**config.mk**
```make
export PLATFORM = sky130hd
export DESIGN_NAME = seven_seg_mux_driver
export DESIGN_NICKNAME = d
export VERILOG_FILES = /design/src/rtl/seven_seg_mux_driver.sv
export SDC_FILE = /design/constraint.sdc
export NUM_CORES = 1
export LEC_CHECK = 0
export CAP_MARGIN = 10
export CORE_AREA = 2 2 81 83
export CTS_BUF_LIST = sky130_fd_sc_hd__clkbuf_8
export DETAILED_ROUTE_END_ITERATION = 12
export DIE_AREA = 0 0 83 85
export GPL_ROUTABILITY_DRIVEN = 0
export GPL_TIMING_DRIVEN = 0
export PLACE_DENSITY = 0.64
export SYNTH_ARGS = -nofsm -noshare
export SYNTH_HDL_FRONTEND = slang
export SYNTH_SLANG_ARGS = --single-unit
```
**constraint.sdc**
```tcl
create_clock -name clk -period 2.6 [get_ports clk]
set_clock_uncertainty 0.2 [all_clocks]
set_input_delay 0.65 -clock clk [delete_from_list [all_inputs] [get_ports clk]]
set_output_delay 0.65 -clock clk [all_outputs]
set_load 0.02 [all_outputs]
```
**src/rtl/seven_seg_mux_driver.sv**
```systemverilog
// Time-multiplexed common-anode 7-segment driver: per-slot anode blanking,
// leading-zero suppression and a per-frame snapshot of the displayed value.
module seven_seg_mux_driver #(
    parameter int NUM_DIGITS   = 4,
    parameter int REFRESH_DIV  = 100000,
    parameter int BLANK_CYCLES = 16
) (
    input  logic                          clk,
    input  logic                          rst_n,
    input  logic                          en,
    input  logic                          lz_en,
    input  logic [4*NUM_DIGITS-1:0]       bcd,
    input  logic [NUM_DIGITS-1:0]         dp_in,
    output logic [6:0]                    seg_n,
    output logic                          dp_n,
    output logic [NUM_DIGITS-1:0]         an_n,
    output logic [$clog2(NUM_DIGITS)-1:0] digit_idx,
    output logic                          frame_tick
);

    localparam int IDX_W = $clog2(NUM_DIGITS);
    localparam int CNT_W = $clog2(REFRESH_DIV);
    localparam logic [CNT_W-1:0] LAST_COUNT  = CNT_W'(REFRESH_DIV - 1);
    localparam logic [CNT_W-1:0] BLANK_COUNT = CNT_W'(BLANK_CYCLES);
    localparam logic [IDX_W-1:0] LAST_DIGIT  = IDX_W'(NUM_DIGITS - 1);

    logic [CNT_W-1:0]        prescaler;
    logic [4*NUM_DIGITS-1:0] bcdSnap;
    logic [NUM_DIGITS-1:0]   dpSnap;
    logic                    lzSnap;
    logic                    snapValid;

    logic [NUM_DIGITS-1:0]   leadZero;
    logic                    higherZero;
    logic [3:0]              curNibble;
    logic                    suppress;
    logic                    lastCount;
    logic                    lastDigit;
    logic                    frameWrap;

    function automatic logic [6:0] decode(input logic [3:0] value);
        case (value)
            4'd0:    decode = 7'b0000001;
            4'd1:    decode = 7'b1001111;
            4'd2:    decode = 7'b0010010;
            4'd3:    decode = 7'b0000110;
            4'd4:    decode = 7'b1001100;
            4'd5:    decode = 7'b0100100;
            4'd6:    decode = 7'b0100000;
            4'd7:    decode = 7'b0001111;
            4'd8:    decode = 7'b0000000;
            4'd9:    decode = 7'b0000100;
            default: decode = 7'b1111110;
        endcase
    endfunction

    // leadZero[i] is set when digit i and every more-significant digit are zero.
    always_comb begin
        // NOTE: both outputs get a value before the loop, so no latch can be inferred.
        higherZero = 1'b1;
        leadZero   = '0;
        for (int i = NUM_DIGITS - 1; i >= 0; i--) begin
            // NOTE: blocking here on purpose; higherZero is a running AND down the loop.
            higherZero  = higherZero && (bcdSnap[4*i +: 4] == 4'd0);
            leadZero[i] = higherZero;
        end
    end

    assign curNibble = bcdSnap[4*digit_idx +: 4];
    assign suppress  = lzSnap && (digit_idx != '0) && leadZero[digit_idx];
    assign lastCount = (prescaler == LAST_COUNT);
    assign lastDigit = (digit_idx == LAST_DIGIT);
    assign frameWrap = lastCount && lastDigit;

    // Pins are registered from the current slot state, so anodes and segments
    // always move together and the blank window trails the prescaler by one clk.
    always_ff @(posedge clk or negedge rst_n) begin
        if (!rst_n) begin
            prescaler  <= '0;
            digit_idx  <= '0;
            seg_n      <= 7'h7F;
            dp_n       <= 1'b1;
            an_n       <= '1;
            frame_tick <= 1'b0;
            // NOTE: the snapshot is plain flops rather than a RAM, so it resets with everything else.
            bcdSnap    <= '0;
            dpSnap     <= '0;
            lzSnap     <= 1'b0;
            snapValid  <= 1'b0;
        end else begin
            frame_tick <= 1'b0;
            an_n       <= '1;
            if (en) begin
                seg_n <= suppress ? 7'h7F : decode(curNibble);
                dp_n  <= ~dpSnap[digit_idx];
                if (prescaler >= BLANK_COUNT) begin
                    an_n <= ~(NUM_DIGITS'(1) << digit_idx);
                end

                if (lastCount) begin
                    prescaler <= '0;
                    digit_idx <= lastDigit ? '0 : digit_idx + 1'b1;
                end else begin
                    prescaler <= prescaler + 1'b1;
                end

                frame_tick <= frameWrap;
                if (frameWrap || !snapValid) begin
                    bcdSnap   <= bcd;
                    dpSnap    <= dp_in;
                    lzSnap    <= lz_en;
                    snapValid <= 1'b1;
                end
            end
        end
    end

endmodule
```
==> Word level (Yosys, flattened, before mapping) <==
Memory sizes are Yosys's and may differ from the RTL's.
Cells that the tools add are included.
{ "totals": {"register_bits": 54, "romBits": 112, "input_bits": 24, "wordCells": 46, "n_memories": 1} }
{ "memory_table": {"columns": ["name", "words", "width", "rd", "rd_ports_with_merged_regs", "wr", "line_no", "rtl"], "rows": [
  ["(name not given)", 16, 7, 1, 0, 0, "42", "case (value)"]
]} }
{ "classes": {"n_addsub": 2, "order_cmp": 2, "n_eq_ne": 2, "shifts": 2, "mux": 10, "n_bitwise": 2, "n_reduce_logical": 15} }
{ "ops": {"columns": ["cell", "n"], "rows": [
  ["$add A17 B1 Y17 const B", 1],
  ["$eq A17 B17 Y1 const B", 1],
  ["$ge A17 B5 Y1 const B", 1],
  ["$mux W17", 1],
  ["$logic_not A4 Y1", 4],
  ["$shiftx A16 B5 Y4", 1],
  ["$mux W4", 2],
  ["$mux W7", 1],
  ["$logic_and A1 B1 Y1", 6],
  ["$bmux W1 S2", 2],
  ["$not A4 Y4", 1],
  ["$reduce_and A2 Y1", 2],
  ["$shl A1 B2 Y4 const A", 1],
  ["$lt A2 B3 Y1 const B", 1],
  ["$mux W1", 3],
  ["$add A2 B1 Y2 const B", 1],
  ["$eq A2 B2 Y1 const B", 1],
  ["$mux W2", 1],
  ["$reduce_bool A2 Y1", 1],
  ["$logic_not A1 Y1", 1],
  ["$logic_or A1 B1 Y1", 1],
  ["$not A1 Y1", 1]
]} }

==> Depth between registers and ports, before layout <==
Gate-level depths: netlist of run 1.
{ "depth": {"ltp_word": 8, "ltp_mapped": 8} }

==> Least setup slack after synthesis of run 1 <==
OpenSTA, ideal clock, no wires.
{ "synth_timing": {"kind": "register to register", "start": "register digit_idx[0]", "end": "register seg_n[3]", "setup_time_ps": 61, "arrival_time_ps": 1981, "t_required_ps": 2339, "path_slack_ps": 358, "stages_incl_launch_ff": 8, "n_path_buf": 1, "synth_period_minus_slack_ps": 2242, "path_cell_list": "dfrtp_1 buf_6 mux4_2 inv_1 ha_1 nand2b_1 a21oi_1 o22a_1"} }
{ "synth_between": {"elab_chain_cells": 4, "word_cells_on_any_way": 8, "cone_classes": "shift: 1; mux: 3; reduce/logical: 3; memory: 1"} }
{ "synth_lines": {"columns": ["element", "line_no", "rtl"], "rows": [
  ["start: declaration", "17", "output logic [$clog2(NUM_DIGITS)-1:0] digit_idx,"],
  ["start signal: assignment", "102", "digit_idx <= lastDigit ? '0 : digit_idx + 1'b1;"],
  ["parallel branches: the longest is 3 deep, another holds $mem_v2 Z16 W7", null, null],
  ["$mux W7 *", "94", "seg_n <= suppress ? 7'h7F : decode(curNibble);"],
  ["end signal: assignment", "94", null],
  ["end: declaration", "14", "output logic [6:0] seg_n,"]
]} }
Every way passes the cells marked *. The select of a mux whose other input is x is not followed.
A chain may end at the register's enable or synchronous reset.

==> Final worst setup path of run 1 <==
{ "layout_timing": {"start": "register digit_idx[1]", "end": "register seg_n[3]"} }
Same word-level chain as after synthesis.

==> results of run 1 <==
==> kinds of logic (layout without fill, tap and decap cells) <==
group | count (synthesis) | count (layout)
AND/OR/NAND/NOR | 73 | 73
flip-flops | 54 | 54
multiplexers | 27 | 27
AO/OA/AOI/OAI | 24 | 24
buffers and inverters | 19 | 65
XOR/XNOR | 14 | 14
adder cells (fa/ha/maj) | 12 | 12
==> routing by layer <==
metal | routed length, µm | track usage | vias up
met3 | 143 | 0.0292 | 5
li1 | - | - | 862
met5 | 0 | 0 | -
met1 | 2430 | 0.213 | 868
met4 | 50 | 0.0447 | 0
met2 | 2270 | 0.228 | 28
==> where the power goes <==
| part | leakage, nW | total [mW] | internal, mW | switching, mW |
|---|---|---|---|---|
| logic | 0.792 | 0.426 | 0.231 | 0.195 |
| clock network | 0.0519 | 0.504 | 0.240 | 0.264 |
| registers | 0.654 | 1.06 | 0.967 | 0.0898 |
| total | 1.50 | 1.99 | 1.44 | 0.548 |
==> layout make-up <==
class | count | share of cell area
well taps | 77 | 0.0292
plain buffers | 9 | 0.0197
inverters | 10 | 0.0114
clock buffers | 7 | 0.0292
clock inverters | 1 | 0.00114
multi-input cells | 150 | 0.379
repair buffers | 38 | 0.117
flip-flops and latches | 54 | 0.414
==> layout by cell type, fill, tap and decap left out, types with 2 or more instances in the layout <==
master                            count
sky130_fd_sc_hd__a21oi_1              7
sky130_fd_sc_hd__and2_1               4
sky130_fd_sc_hd__and3_1               2
sky130_fd_sc_hd__and4_1               3
sky130_fd_sc_hd__buf_2                2
sky130_fd_sc_hd__buf_6                4
sky130_fd_sc_hd__clkbuf_1             3
sky130_fd_sc_hd__clkbuf_8             7
sky130_fd_sc_hd__clkdlybuf4s50_1     36
sky130_fd_sc_hd__dfrtp_1             42
sky130_fd_sc_hd__dfstp_2             12
sky130_fd_sc_hd__ha_1                12
sky130_fd_sc_hd__inv_1                9
sky130_fd_sc_hd__mux2_4              20
sky130_fd_sc_hd__mux4_2               5
sky130_fd_sc_hd__nand2_1             16
sky130_fd_sc_hd__nand2b_1             2
sky130_fd_sc_hd__nand3_1              7
sky130_fd_sc_hd__nand4_1              5
sky130_fd_sc_hd__nor2_1              19
sky130_fd_sc_hd__nor3_1               2
sky130_fd_sc_hd__nor4_1               6
sky130_fd_sc_hd__o21ai_1              6
sky130_fd_sc_hd__o22a_1               4
sky130_fd_sc_hd__xnor2_1              6
sky130_fd_sc_hd__xor2_1               8
==> sequential cells by signal, indices dropped and copies added, names as in the netlist <==
signal / cells
an_n: 4
dp_n: 1
dpSnap: 4
seg_n: 7
snapValid: 1
frame_tick: 1
lzSnap: 1
prescaler: 17
bcdSnap: 16
digit_idx: 2
==> worst max path at each step <==
| stage | depth (start not counted) | end | slack, ns | startpoint |
|---|---|---|---|---|
| 2_1_floorplan | 7 | seg_n[3]$_DFFE_PN1P_ | 0.36 | digit_idx[0]$_DFFE_PN0P_ |
| 3_3_place_gp | 1 | bcdSnap[4]$_DFFE_PN0P_ | -0.92 | rst_n |
| 3_5_place_dp | 6 | dpSnap[1]$_DFFE_PN0P_ | 0.13 | en |
| 4_1_cts | 7 | seg_n[3]$_DFFE_PN1P_ | 0.14 | digit_idx[1]$_DFFE_PN0P_ |
| 5_1_grt | 7 | seg_n[4]$_DFFE_PN1P_ | 0.0005 | digit_idx[1]$_DFFE_PN0P_ |
| 6_report | 7 | seg_n[3]$_DFFE_PN1P_ | 0.17 | digit_idx[1]$_DFFE_PN0P_ |
==> worst max-delay path: stages (launching register included) <==
cell and delay, ns:
sky130_fd_sc_hd__dfrtp_1 0.41, sky130_fd_sc_hd__buf_1 0.38, sky130_fd_sc_hd__inv_1 0.15, sky130_fd_sc_hd__ha_1 0.24
sky130_fd_sc_hd__nand3b_1 0.18, sky130_fd_sc_hd__o41a_1 0.51, sky130_fd_sc_hd__nand2_1 0.16, sky130_fd_sc_hd__o22a_1 0.16
==> impl.org, run 1 <==
** STA
- Setup violations remaining at the end of the flow were counted as 0.
- The worst pin sits at a relative slew slack of 0.612.
- Maximum achievable frequency :: 411 MHz
- Final-layout setup total negative slack :: 0 ns
- Least-Margin Pin Slew :: 0.583 ns
- The final-report max-slew violation count is 0.
- Counting I/O delays and the setup requirement, the final critical path takes 2.43 ns.
- Setup repair after global routing left no endpoint under its margin.
- Across all setup checks in the final design, the least slack found is 0.166 ns.
- Dividing the final minimum period by the clock period gives 0.936.
- Across all hold checks on the routed design, the worst slack comes to 0.143 ns.
- Number of hold-slack violations in the final timing report :: 0

** Synthesis
- Gate count after technology mapping :: 223
- After synthesis, the share of cell area in mux cells is 0.160.
- Dominant synthesized flop cell :: sky130_fd_sc_hd__dfrtp_1
- Synthesis produced a netlist with a net count of ~260.
- Distinct cells, synth :: 41
- Netlist area before placement :: 2720 µm²
- Of all flip-flops after synthesis, the portion carrying an async set or reset was 1.00.
- During synthesis, Yosys emitted a total of 0 warnings.
- In the post-synthesis netlist, the cell with the most instances is sky130_fd_sc_hd__dfrtp_1.
- By area, the combinational part of the netlist is dominated by multiplexers.
- A synthesized cell averages 12.2 µm².
- Basic-gate share of the synthesized area counting and, or, nand and nor cells :: 0.139
- Yosys attributes the largest share of cell area to sky130_fd_sc_hd__dfrtp_1 (39%), sky130_fd_sc_hd__dfstp_2 (12%), sky130_fd_sc_hd__mux2_4 (11%).
- The synthesized design contains 0 enable-type register cells.
- Synth Area in Adders :: 0.0552
- Share of the synthesized area in the top cell type :: 0.387
- Synthesized-area fraction occupied by xor and xnor cells :: 0.0451
- The share of the Yosys chip area taken by registers is 0.503.
- The complex-gate fraction of the synthesized area is 0.0607.
- Most area-hungry cell type in the Yosys netlist :: sky130_fd_sc_hd__dfrtp_1
- Leading post-synthesis cells by instance count :: sky130_fd_sc_hd__dfrtp_1 (42), sky130_fd_sc_hd__mux2_4 (20), sky130_fd_sc_hd__nor2_1 (19), sky130_fd_sc_hd__nand2_1 (16)
- Number of register bits inferred by synthesis :: 54

** CTS
- Number of sinks handled by clock tree synthesis :: 54
- For this design, the CTS-stage hold fixing added 0 buffers.
- The later pin in the worst-skew pair is clocked with a latency of 0.30 ns.
- Buffers inserted during clock tree synthesis total 5.
- In this run the clock root is driven by a sky130_fd_sc_hd__clkbuf_8.
- TritonCTS built the clock tree.
- No sink is reached through more buffers than the 2 on the longest clock path.
- After clock tree synthesis, the clock-pin slew on the worst setup and hold paths is 0.09 ns.
- After clock tree synthesis, the repair step resized 0 gates.
- Number of post-CTS setup repair buffers :: 0
- The clock tree synthesis step divided the H-tree into 2 levels.

** Power and ir drop
- The worst-case IR drop observed on VDD is 303 µV.
- Power comes to 1.99 mW.
- Power spread over the standard cell area amounts to about 600 nW/µm².
- For this design the static power due to leakage is 1.50 nW.

** Routing
- Final routed wire length divided by cell count :: between 10 and 15 µm
- Number of routed nets with antenna violations :: 0
- 1st-pass router iterations :: 4
- Ratio of routed vias to standard cells :: 5.10
- For this block, the routed nets add up to 4890 µm of wire.
- Remaining DRCs :: 0
- DR vias :: 1763
- After the first detailed-routing iteration, the DRC count stood at 56.

** Place
- Number of instances in the placed design :: 338
- Port buffering added 37 buffers.
- Post-placement setup slack :: around 0.13 ns
- Cell Area, Placed :: between 3000 and 4000 µm²
- Detailed placement finished with a half-perimeter wire length of 3700 µm.

** GRT
- Total track usage :: 0.148
- Number of antenna violations at the first check in global routing :: 0
- The via count of the first global-routing pass is 1725.
- For this run the aggregate overflow at the end of global routing stands at 0.
- Entering global routing, the biggest net connects 30 pins.
- The first global-routing pass estimated 8450 µm of wire.

** Final layout
- Design area :: 3300 µm²
- In the final layout, the share of cells above drive strength 1 is 0.208.
- Ant diodes :: 0
- Multi-input gate area in the final layout :: 1250 µm²
- Area occupied by registers :: 1370 µm²
- The area growth from synthesis to layout is 21.4%.
- Filler cells :: 543
- Final core area utilization :: 0.532
- Fin cells :: 346
- For this run, the post-layout net count is 304.

** Hold path
- HP Class :: in2async

** Die
- Die Ht :: 85 µm
- The initial utilization of the core area, before any placement, comes to 0.438.
- The die covers a little over 7000 µm².
- Core Box Area :: 6200 µm²
- 39 I/O pins were placed.
- After floorplanning, the core was divided into 29 placement rows.
- Die boundary width :: roughly 83 µm

** Setup path
- Endpoint arrival time on the critical path :: 2.48 ns
- The worst setup path is launched from a flop.
- R2R Setup Slk :: 0.17 ns
- The endpoint identified for the worst register-to-register timing path is seg_n[3]$_DFFE_PN1P_.
- The critical path is of the reg2reg type.
- Max Fanout on Critical Path :: 9
- Count of cells along the worst register-to-register path :: 7
- In this run the critical register-to-register path is launched from digit_idx[1]$_DFFE_PN0P_.
- The worst setup path is captured at a flop.
- Required time at the worst-slack endpoint :: 2.65 ns

** Outcome
- The run finished with clean final reports.

** Run
- The tool flagged a number of max-cap violations equal to 0.
No activity file was read; power rests on OpenSTA's default activity.
==> run 2, diff against run 1 <==
Settings changed: PLACE_DENSITY 0.64 to 0.66, SKIP_CTS_REPAIR_TIMING set to 1.
Clock period 2.6 ns to 2.2 ns, I/O delays scaled along.
==> run 2 against run 1 <==
  * Combinational power up 20%
  * Routed wire length up 2.7%
  * Critical path depth down 6
  * Sequential share of layout area down 1.1 points
  * Clock-buffer cell count down 1
  * Via count up 1.5%
  * Cell count up 1.2%
  * First-iteration DRC count down 3.6%
  * Flip-flop and latch count unchanged
  * Clock power up 13%
  * Largest cell class unchanged
  * Largest power group unchanged
==> impl.org, run 2 (synthesis gave the netlist of run 1 again) <==
** CTS
- CTS tree :: built
- H-tree lvl count :: 2 (unchanged)
- The TritonCTS buffer count came to 5 (unchanged).
- The clock latency at the later pin of the worst-skew pair was 0.30 ns (about the same).
- Clock tree synthesis selected as its root buffer the cell sky130_fd_sc_hd__clkbuf_8.
- The maximum buffer depth of the clock tree came to 2 (unchanged).
- The number of sinks driven by the clock tree is 54 (unchanged).
- Clock transition at the registers of the reported paths :: 0.09 ns (about the same)

** Power and ir drop
- The sequential group share of total power came to 0.535 (+0.003).
- Switching part of the total :: 0.281 (+0.00532)
- Combinational power share :: 0.220 (+0.006)
- The maximum ir drop on the vdd rail was 323 µV (+6.7%).
- The fraction of power consumed by the clock network came to 0.244 (-0.010).
- Power density relative to cell area :: 684 nW/µm² (+14%)
- Net switching component of the power :: 0.653 mW (+19%)
- Cell internal pwr :: 1.67 mW (+16%)
- Static leakage :: 1.60 nW (+6.5%)

** GRT
- Number of global-route vias before repair :: 1713 (-0.70%)
- The wire length of the first global-routing pass is 8300 µm (-1.8%).
- Total track usage :: 0.147 (-0.000774)
- Overflow left after global routing :: 0 (unchanged)
- The maximum number of pins on one net before global-route repair was 30 (unchanged).
- Number of antenna violations at the first check in global routing :: 0 (unchanged)

** Routing
- Highest layer used for signal routing :: met4
- The number of vias per cell is 5.11 (+0.37%).
- Met1 layer wirelength in the final routing :: 2470 µm (+1.8%)
- The number of remaining DRC errors came to 0 (unchanged).
- The sum of routed wire length over all layers is 5020 µm (+2.7%).
- Detailed Route Iter0 Violations :: 54 (-3.6%)
- The routed wire length on met2 is 2310 µm (+1.8%).
- Final routed wire length divided by cell count :: 14.3 µm (+1.5%)
- The total via count after detailed routing was 1790 (+1.5%).
- The antenna violation net count after detailed routing came to 0 (unchanged).
- The first-pass detailed-route iteration total was 4 (unchanged).
- The detailed route wirelength on metal3 came to 169 µm (+18%).

** Setup path
- The setup slack on the worst flop-to-flop path came to 0.10 ns (-0.07 ns).
- Count of cells along the worst register-to-register path :: 7 (unchanged)
- Startpoint types :: flop
- The worst stage delay on the critical path was 0.59 ns (+0.08 ns).
- On the critical path, the stage with the largest delay is an instance of sky130_fd_sc_hd__clkdlybuf4s50_1.
- Required time at the worst-slack endpoint :: 1.45 ns (-1.20 ns)
- Capturing point of the worst reg2reg path :: seg_n[3]$_DFFE_PN1P_
- Beginning of the worst register-to-register path :: digit_idx[0]$_DFFE_PN0P_
- The critical path buffer and inverter count was 1 (-1).
- Cells along the critical path :: clkdlybuf4s50_1
- The largest fanout on the critical path was 1 (-8).
- Start-to-end type of the worst setup path :: reg2out
- Kind of end point of the critical path :: output pin
- The endpoint arrival time on the critical path was 1.42 ns (-1.06 ns).
- Grouping stages by cell kind, the critical path spends the most delay in buffers and inverters.

** Final layout
- Ant diodes :: 0 (unchanged)
- Most used cells in the layout excluding fill and tap cells :: sky130_fd_sc_hd__dfrtp_1 (41), sky130_fd_sc_hd__clkdlybuf4s50_1 (26), sky130_fd_sc_hd__mux2_4 (20)
- Number of flip-flops under the largest register name :: 17 (unchanged)
- Most common cell after layout, fill and taps aside :: sky130_fd_sc_hd__dfrtp_1
- The largest registers in the layout are prescaler (17), bcdSnap (16), seg_n (7).
- The fraction of final layout cells with drive strength greater than 1 is 0.245 (+0.0372).
- The number of cells in the finished layout apart from fillers is 350 (+1.2%).
- The number of fill cells came to 544 (+0.18%).
- Compared with the post-synthesis result, the final layout area differs by 24.9%.
- Largest register by flop count :: prescaler
- Count of nets after finishing :: 308 (+1.3%)
- Design area :: 3390 µm² (+2.8%)

** STA
- The worst max-slew margin expressed relative to the limit is 0.605 (-0.00652).
- Final number of setup-violating endpoints :: 0 (unchanged)
- Static timing analysis puts the maximum clock frequency at 461 MHz.
- The final-report max-slew violation count came to 0 (unchanged).
- The pin slew with the least headroom to its limit was 0.592 ns (+0.00979 ns).
- The number of hold-slack violations in the final timing report was 0 (unchanged).
- The smallest setup slack after layout is 0.0298 ns (-0.137 ns).
- After layout, the minimum clock period comes to 2.17 ns.
- Of the available clock period, the critical path in the final layout requires 0.986.

** Die
- Die boundary width :: 83 µm (unchanged)
- The core footprint is 6200 µm² (unchanged).
- The effective utilization at floorplan was 0.438 (unchanged).
- The height of the chip came to 85 µm (unchanged).
- IO Count :: 39 (unchanged)
- Area of the die :: 7060 µm² (unchanged)
- Floorplan row count :: 29 (unchanged)

** Run
- Maxcap violations :: 0 (unchanged)

** Place
- Post-placement setup slack :: -0.202 ns (-0.335 ns)
- The number of cells after detailed placement is 338 (unchanged).
- Sum of net half-perimeters after detailed placement :: 3640 µm (-1.7%)
- Cell Area, Placed :: 3200 µm² (about the same)
- IO buf count :: 37 (unchanged)

** Outcome
- Run status :: finished, final reports clean

** Hold path
- HP Class :: in2async
[run 2: cell types whose count changed in the layout (fill, tap and decap cells not counted), moves of 2 or more]
| cell | previous run | this run |
|---|---|---|
| sky130_fd_sc_hd__buf_4 | 0 | 3 |
| sky130_fd_sc_hd__inv_2 | 1 | 3 |
| sky130_fd_sc_hd__dlymetal6s2s_1 | 0 | 10 |
| sky130_fd_sc_hd__clkdlybuf4s50_1 | 36 | 26 |
[run 2: how the worst max path moves through the flow]
stage / from / to / depth (start not counted)
after detailed placement: digit_idx[1]$_DFFE_PN0P_ / seg_n[3]$_DFFE_PN1P_ / 7
after floorplan: digit_idx[1]$_DFFE_PN0P_ / seg_n[4]$_DFFE_PN1P_ / 7
after CTS: digit_idx[1]$_DFFE_PN0P_ / seg_n[3]$_DFFE_PN1P_ / 7
after global routing: digit_idx[0]$_DFFE_PN0P_ / seg_n[3]$_DFFE_PN1P_ / 7
after global placement: rst_n / digit_idx[0]$_DFFE_PN0P_ / 1
final: an_n[3]$_DFF_PN1_ / an_n[3] / 1
[run 2: routing by layer]
| layer | vias to the layer above | global-route usage |
|---|---|---|
| met5 | - | 0 |
| met4 | 0 | 0.0492 |
| met1 | 873 | 0.208 |
| met3 | 6 | 0.0302 |
| met2 | 37 | 0.229 |
| li1 | 874 | - |
[run 2: worst reg2reg max path: stages, from the launching register on]
cell                       delay, ns
sky130_fd_sc_hd__dfrtp_2        0.41
sky130_fd_sc_hd__buf_8          0.15
sky130_fd_sc_hd__mux4_2         0.53
sky130_fd_sc_hd__inv_2          0.11
sky130_fd_sc_hd__ha_1           0.24
sky130_fd_sc_hd__nand2b_1       0.14
sky130_fd_sc_hd__a21oi_1        0.14
sky130_fd_sc_hd__o22a_1         0.13
[run 2: through the flow]
stage / TNS (ns) / util / power, mW / hold WS, ns
floorplan: 0 / - / 1.57 / 0.0544
CTS: -1.36 / 0.531 / 2.34 / 0.0525
global route: -0.0135 / 0.547 / 2.45 / 0.0733
global placement: -64.66 / 0.514 / 1.76 / 0.273
finish: 0 / 0.547 / 2.32 / 0.0429
detailed placement: -4.32 / 0.516 / 1.77 / 0.293
[run 2: area by class of cell]
type,count,area [µm²],area share
well taps,77,96.3,0.0284
plain buffers,9,72.6,0.0214
flip-flops and latches,54,1370,0.403
multi-input cells,150,1280,0.376
clock buffers,6,82.6,0.0243
inverters,10,37.5,0.0111
clock inverters,2,8.76,0.00258
repair buffers,42,453,0.133
[run 2: power by group through the flow]
stage | clock network [mW] | registers, mW | logic [mW]
after global placement | 0 | 1.26 | 0.497
final | 0.567 | 1.24 | 0.512
after global routing | 0.620 | 1.26 | 0.567
after detailed placement | 0 | 1.26 | 0.509
after CTS | 0.589 | 1.24 | 0.511
after floorplan | 0 | 1.28 | 0.285
==> RTL change 1, RTL diff (settings of run 2) <==
`REFRESH_DIV`: 100000 -> 25000.
--- a/src/rtl/seven_seg_mux_driver.sv
+++ b/src/rtl/seven_seg_mux_driver.sv
@@ -2,7 +2,7 @@
 // leading-zero suppression and a per-frame snapshot of the displayed value.
 module seven_seg_mux_driver #(
     parameter int NUM_DIGITS   = 4,
-    parameter int REFRESH_DIV  = 100000,
+    parameter int REFRESH_DIV  = 25000,
     parameter int BLANK_CYCLES = 16
 ) (
     input  logic                          clk,
Formal check against the unedited RTL: no difference found for any inputs over 10 cycles, from zero or initial values and one cycle with rst_n low; that may be too few to reach the edited logic, so the function may still have changed.
==> RTL change 1 against run 2 <==
  * Via count down 3.3%
  * Setup slack better by 0.0016 ns
  * Synthesized area decreased by 3.8%
  * Final area decreased by 1.1%
  * Total power fell by 0.16%
  * Routed wire length down 1.3%
  * Maximum frequency about the same
  * First-iteration DRC count grew 89%
  * Sequential cell count down 2
  * Clock power fell by 7.4%
==> RTL change 1: results (changes against run 2) <==
| Metric | Value |
|---|---|
| Status | `finished, final reports clean` |
| Worst setup startpoint | `an_n[1]$_DFF_PN1_` |
| Synthesized Nets | `246 (-5.0%)` |
| Top post-synthesis cells by count | `dfrtp_1 (40), mux2_4 (20), nand2_1 (18)` |
| Post-Place Cells | `326 (-3.6%)` |
| Nets | `304 (-1.3%)` |
| Largest net degree at the start of global routing | `28 (-6.7%)` |
| Peak supply drop | `0.000324 V (+0.38%)` |
| Fraction of layout cells with a size suffix above 1 | `0.312 (+0.0668)` |
| Syn Inst Count | `210 (-5.8%)` |
| Netlist cell types | `44 (+7.3%)` |
| DR iter-0 viols | `102 (+89%)` |
| Worst r2r src | `prescaler[6]$_DFFE_PN0P_` |
| Min-Delay Path Class | `input port to async pin` |
| Hpwl dp | `3.57 mm (-1.9%)` |
| Seq/Total Area, Yosys | `0.503 (+0.000577)` |
| Slew at the pin closest to its max-slew limit | `0.627 ns (+0.0347 ns)` |
| Top Registers | `bcdSnap (16), prescaler (15), seg_n (7)` |
| Final WL | `4.95 mm (-1.3%)` |
| LEAKAGE | `1.61 nW (+0.97%)` |
| Ranking of synthesized cells by area | `dfrtp_1 (38%), dfstp_2 (12%), mux2_4 (11%)` |
| First-pass GRT wire length | `8.18 mm (-1.5%)` |
| Final setup vio count | `0 (unchanged)` |
| Router iterations before antenna repair | `4 (unchanged)` |
| Fill cells | `534 (-1.8%)` |
| Wirelength per Cell | `14.3 µm (-0.17%)` |
| Place WS | `-0.393 ns (-0.190 ns)` |
| Routed vias | `1,731 (-3.3%)` |
| Clock network latency to the later pin of the worst-skew pair | `0.31 ns` |
| Total global routing track utilization | `0.145 (-0.00171)` |
-- RTL change 1: cell count changes after synthesis, sizes merged, moves of 3 or more --
cell          run 2  this run
nand3             7         3
and4              3         6
inv              10         7
xor2              8         5
-- RTL change 1: path summary, 6_finish.rpt --
kind,end,cells past startpoint,slack (ns)
max,an_n[1],1,0.03
min,prescaler[11]$_DFFE_PN0P_,1,0.05
max reg2reg,dpSnap[2]$_DFFE_PN0P_,6,0.09
min reg2reg,snapValid$_DFFE_PN0P_,1,0.27
max in group asynchronous,seg_n[6]$_DFFE_PN1P_,2,1.12
min in group clk,snapValid$_DFFE_PN0P_,1,0.27
-- RTL change 1: cell type report --
cell class / instances / area (µm²) / share of cell area
Inverter: 7 / 26.3 / 0.00783
Tap cell: 77 / 96.3 / 0.0287
Sequential cell: 52 / 1320 / 0.393
Clock buffer: 5 / 68.8 / 0.0205
Multi-Input combinational cell: 142 / 1250 / 0.371
Timing Repair Buffer: 51 / 510 / 0.152
Buffer: 9 / 76.3 / 0.0227
Clock inverter: 3 / 12.5 / 0.00373
-- RTL change 1: metal layers --
metal  up-vias  track usage  share of wire
met3         6       0.0379          0.037
met2        31        0.226           0.45
met5         -            0              0
met4         0       0.0477          0.014
li1        856            -              -
met1       838        0.200           0.50
-- RTL change 1: kinds of logic (layout without fill, tap and decap cells) --
| kind of cell | after synthesis | after routing | synth area share |
|---|---|---|---|
| simple gates | 67 | 67 | 0.143 |
| flops | 52 | 52 | 0.503 |
| mux | 27 | 27 | 0.166 |
| compound gates | 25 | 25 | 0.0631 |
| buf+inv | 16 | 75 | 0.0306 |
| fa+ha+maj | 12 | 12 | 0.0574 |
| xor+xnor | 11 | 11 | 0.0368 |
-- RTL change 1: where the power goes --
group | leakage, nW | total (mW) | internal, mW | switching, mW
logic | 0.938 | 0.561 | 0.328 | 0.232
clock network | 0.0505 | 0.525 | 0.215 | 0.310
registers | 0.623 | 1.23 | 1.11 | 0.123
total | 1.61 | 2.32 | 1.65 | 0.665
==> RTL change 2, RTL diff (settings of run 2) <==
Without the edit above. Make the reset (`rst_n`) synchronous in one clocked block.
--- a/src/rtl/seven_seg_mux_driver.sv
+++ b/src/rtl/seven_seg_mux_driver.sv
@@ -74,7 +74,7 @@
 
     // Pins are registered from the current slot state, so anodes and segments
     // always move together and the blank window trails the prescaler by one clk.
-    always_ff @(posedge clk or negedge rst_n) begin
+    always_ff @(posedge clk) begin
         if (!rst_n) begin
             prescaler  <= '0;
             digit_idx  <= '0;
Formal check against the unedited RTL: differs if rst_n is asserted again (counterexample within 4 cycles, from zero or initial values and one cycle with rst_n low); with rst_n held inactive, the same outputs for 10 cycles.
==> RTL change 2 against run 2 <==
  * Total power decreased by 20%
  * Sequential share of layout area decreased by 7.4 points
  * Routed wire length increased by 7.8%
  * Setup slack improved by 0.050 ns
  * Hold slack improved by 0.22 ns
  * Register-to-register slack got worse by 0.02 ns
  * Final area decreased by 2.6%
  * Synthesized area decreased by 2.9%
  * Sequential cell count unchanged
  * Critical path type unchanged
  * Critical endpoint is now digit_idx[1]
  * Highest routed layer unchanged
==> RTL change 2: results (changes against run 2) <==
| Metric | Value |
|---|---|
| DR iter-0 viols | `135 (+150%)` |
| Netlist cell types | `42 (+2.4%)` |
| Worst setup startpoint | `digit_idx[1]$_SDFFE_PN0P_` |
| Reg clk slew, reported paths | `0.09 ns (about the same)` |
| Min-Delay Path Class | `flip-flop to flip-flop` |
| Hpwl dp | `3.90 mm (+7.2%)` |
| Largest net degree at the start of global routing | `15 (-50%)` |
| Slowest cell on crit path | `clkdlybuf4s50_1` |
| Arrival @ worst endpoint | `1.37 ns (-0.05 ns)` |
| Post-synth top flop | `dfxtp_1` |
| Number of global-route vias before repair | `1,895 (+11%)` |
| First-pass GRT wire length | `8.90 mm (+7.2%)` |
| Synth async-reset ratio | `0 (-1.00)` |
| LEAKAGE | `1.31 nW (-18%)` |
| Worst r2r src | `prescaler[11]$_SDFFE_PN0P_` |
| Seq/Total Area, Yosys | `0.409 (-0.0931)` |
| Nets | `373 (+21%)` |
| CTS Root Buffer Type | `clkbuf_8` |
| Wirelength per Cell | `13.1 µm (-8.9%)` |
| Relative slew slack | `0.683 (+0.0781)` |
| Total global routing track utilization | `0.154 (+0.00642)` |
| Htree depth | `2 (unchanged)` |
| Antenna violations before repair | `0 (unchanged)` |
| Top post-synthesis cells by count | `nand2_1 (59), dfxtp_1 (54), nor2_1 (30)` |
| Vias per inst | `5.05 (-1.2%)` |
| Fraction of layout cells with a size suffix above 1 | `0.128 (-0.118)` |
| R2R cell count | `6 (-1)` |
| Ranking of synthesized cells by area | `dfxtp_1 (41%), mux2i_1 (9.1%), nand2_1 (8.4%)` |
| Peak supply drop | `0.000260 V (-19%)` |
| Router iterations before antenna repair | `4 (unchanged)` |
| Cells on Worst Hold Path | `2` |
| Diodes inserted | `0 (unchanged)` |
| Worst Path Max Fanout | `3 (+2)` |
| Top Registers | `prescaler (17), bcdSnap (16), seg_n (7)` |
| Status | `finished, final reports clean` |
| Placed instance area | `0.00313 mm² (-2.4%)` |
| Port-buffer cells | `38 (+2.7%)` |
| Worst Hold Launch | `dpSnap[2]$_SDFFE_PN0P_` |
| Synthesized Nets | `320 (+24%)` |
-- RTL change 2: power by group --
part	leakage (nW)	internal (mW)	total, mW	switching, mW
clock network	0.0466	0.211	0.522	0.310
registers	0.444	1.02	1.05	0.0312
logic	0.823	0.151	0.279	0.128
total	1.31	1.38	1.85	0.469
-- RTL change 2: final cells by class --
| class | instances | area, µm² |
|---|---|---|
| Timing Repair Buffer | 46 | 440 |
| Inverter | 7 | 26.3 |
| Fill cell | 569 | 2900 |
| Buffer | 14 | 145 |
| Clock buffer | 5 | 68.8 |
| Tap cell | 77 | 96.3 |
| Multi-Input combinational cell | 209 | 1430 |
| Clock inverter | 2 | 7.51 |
| Sequential cell | 54 | 1090 |
-- RTL change 2: logic make-up (layout without fill, tap and decap cells) --
group           Yosys count  in the layout  share of synthesized area
simple gates            129            129                      0.232
compound gates           23             23                     0.0574
mux                      29             29                      0.134
fa+ha+maj                12             12                     0.0569
xor+xnor                 16             16                     0.0531
buf+inv                  21             74                     0.0573
flops                    54             54                      0.409
-- RTL change 2: tightest hold or removal path, delay by kind of cell, from the launching register on --
kind,cells,cell delay (ns)
DFF,1,0.32
muxes,1,0.05
and+or+nand+nor,1,0.05
-- RTL change 2: worst paths after layout --
| check | end | slack [ns] |
|---|---|---|
| hold / removal | dpSnap[2]$_SDFFE_PN0P_ | 0.26 |
| setup / recovery | digit_idx[1] | 0.08 |
| hold reg to reg | dpSnap[2]$_SDFFE_PN0P_ | 0.26 |
| setup reg to reg | bcdSnap[0]$_SDFFE_PN0P_ | 0.08 |
-- RTL change 2: per-stage QoR --
stage	setup WS, ns	std cells	utilization	hold slack [ns]
after floorplan	0.0283	284	-	0.232
after global placement	-0.124	399	0.504	0.241
after detailed placement	-0.158	399	0.504	0.249
after CTS	-0.111	406	0.516	0.262
after global routing	-0.0290	414	0.533	0.283
final	0.0794	414	0.533	0.258
-- RTL change 2: per-layer routing --
| layer | share of wire | up-vias | wire length [µm] | global-route usage |
|---|---|---|---|---|
| met1 | 0.48 | 973 | 2580 | 0.205 |
| li1 | - | 1070 | - | - |
| met4 | 0.0067 | 0 | 36 | 0.0507 |
| met3 | 0.042 | 4 | 226 | 0.0331 |
| met5 | 0 | - | 0 | 0 |
| met2 | 0.48 | 45 | 2570 | 0.249 |
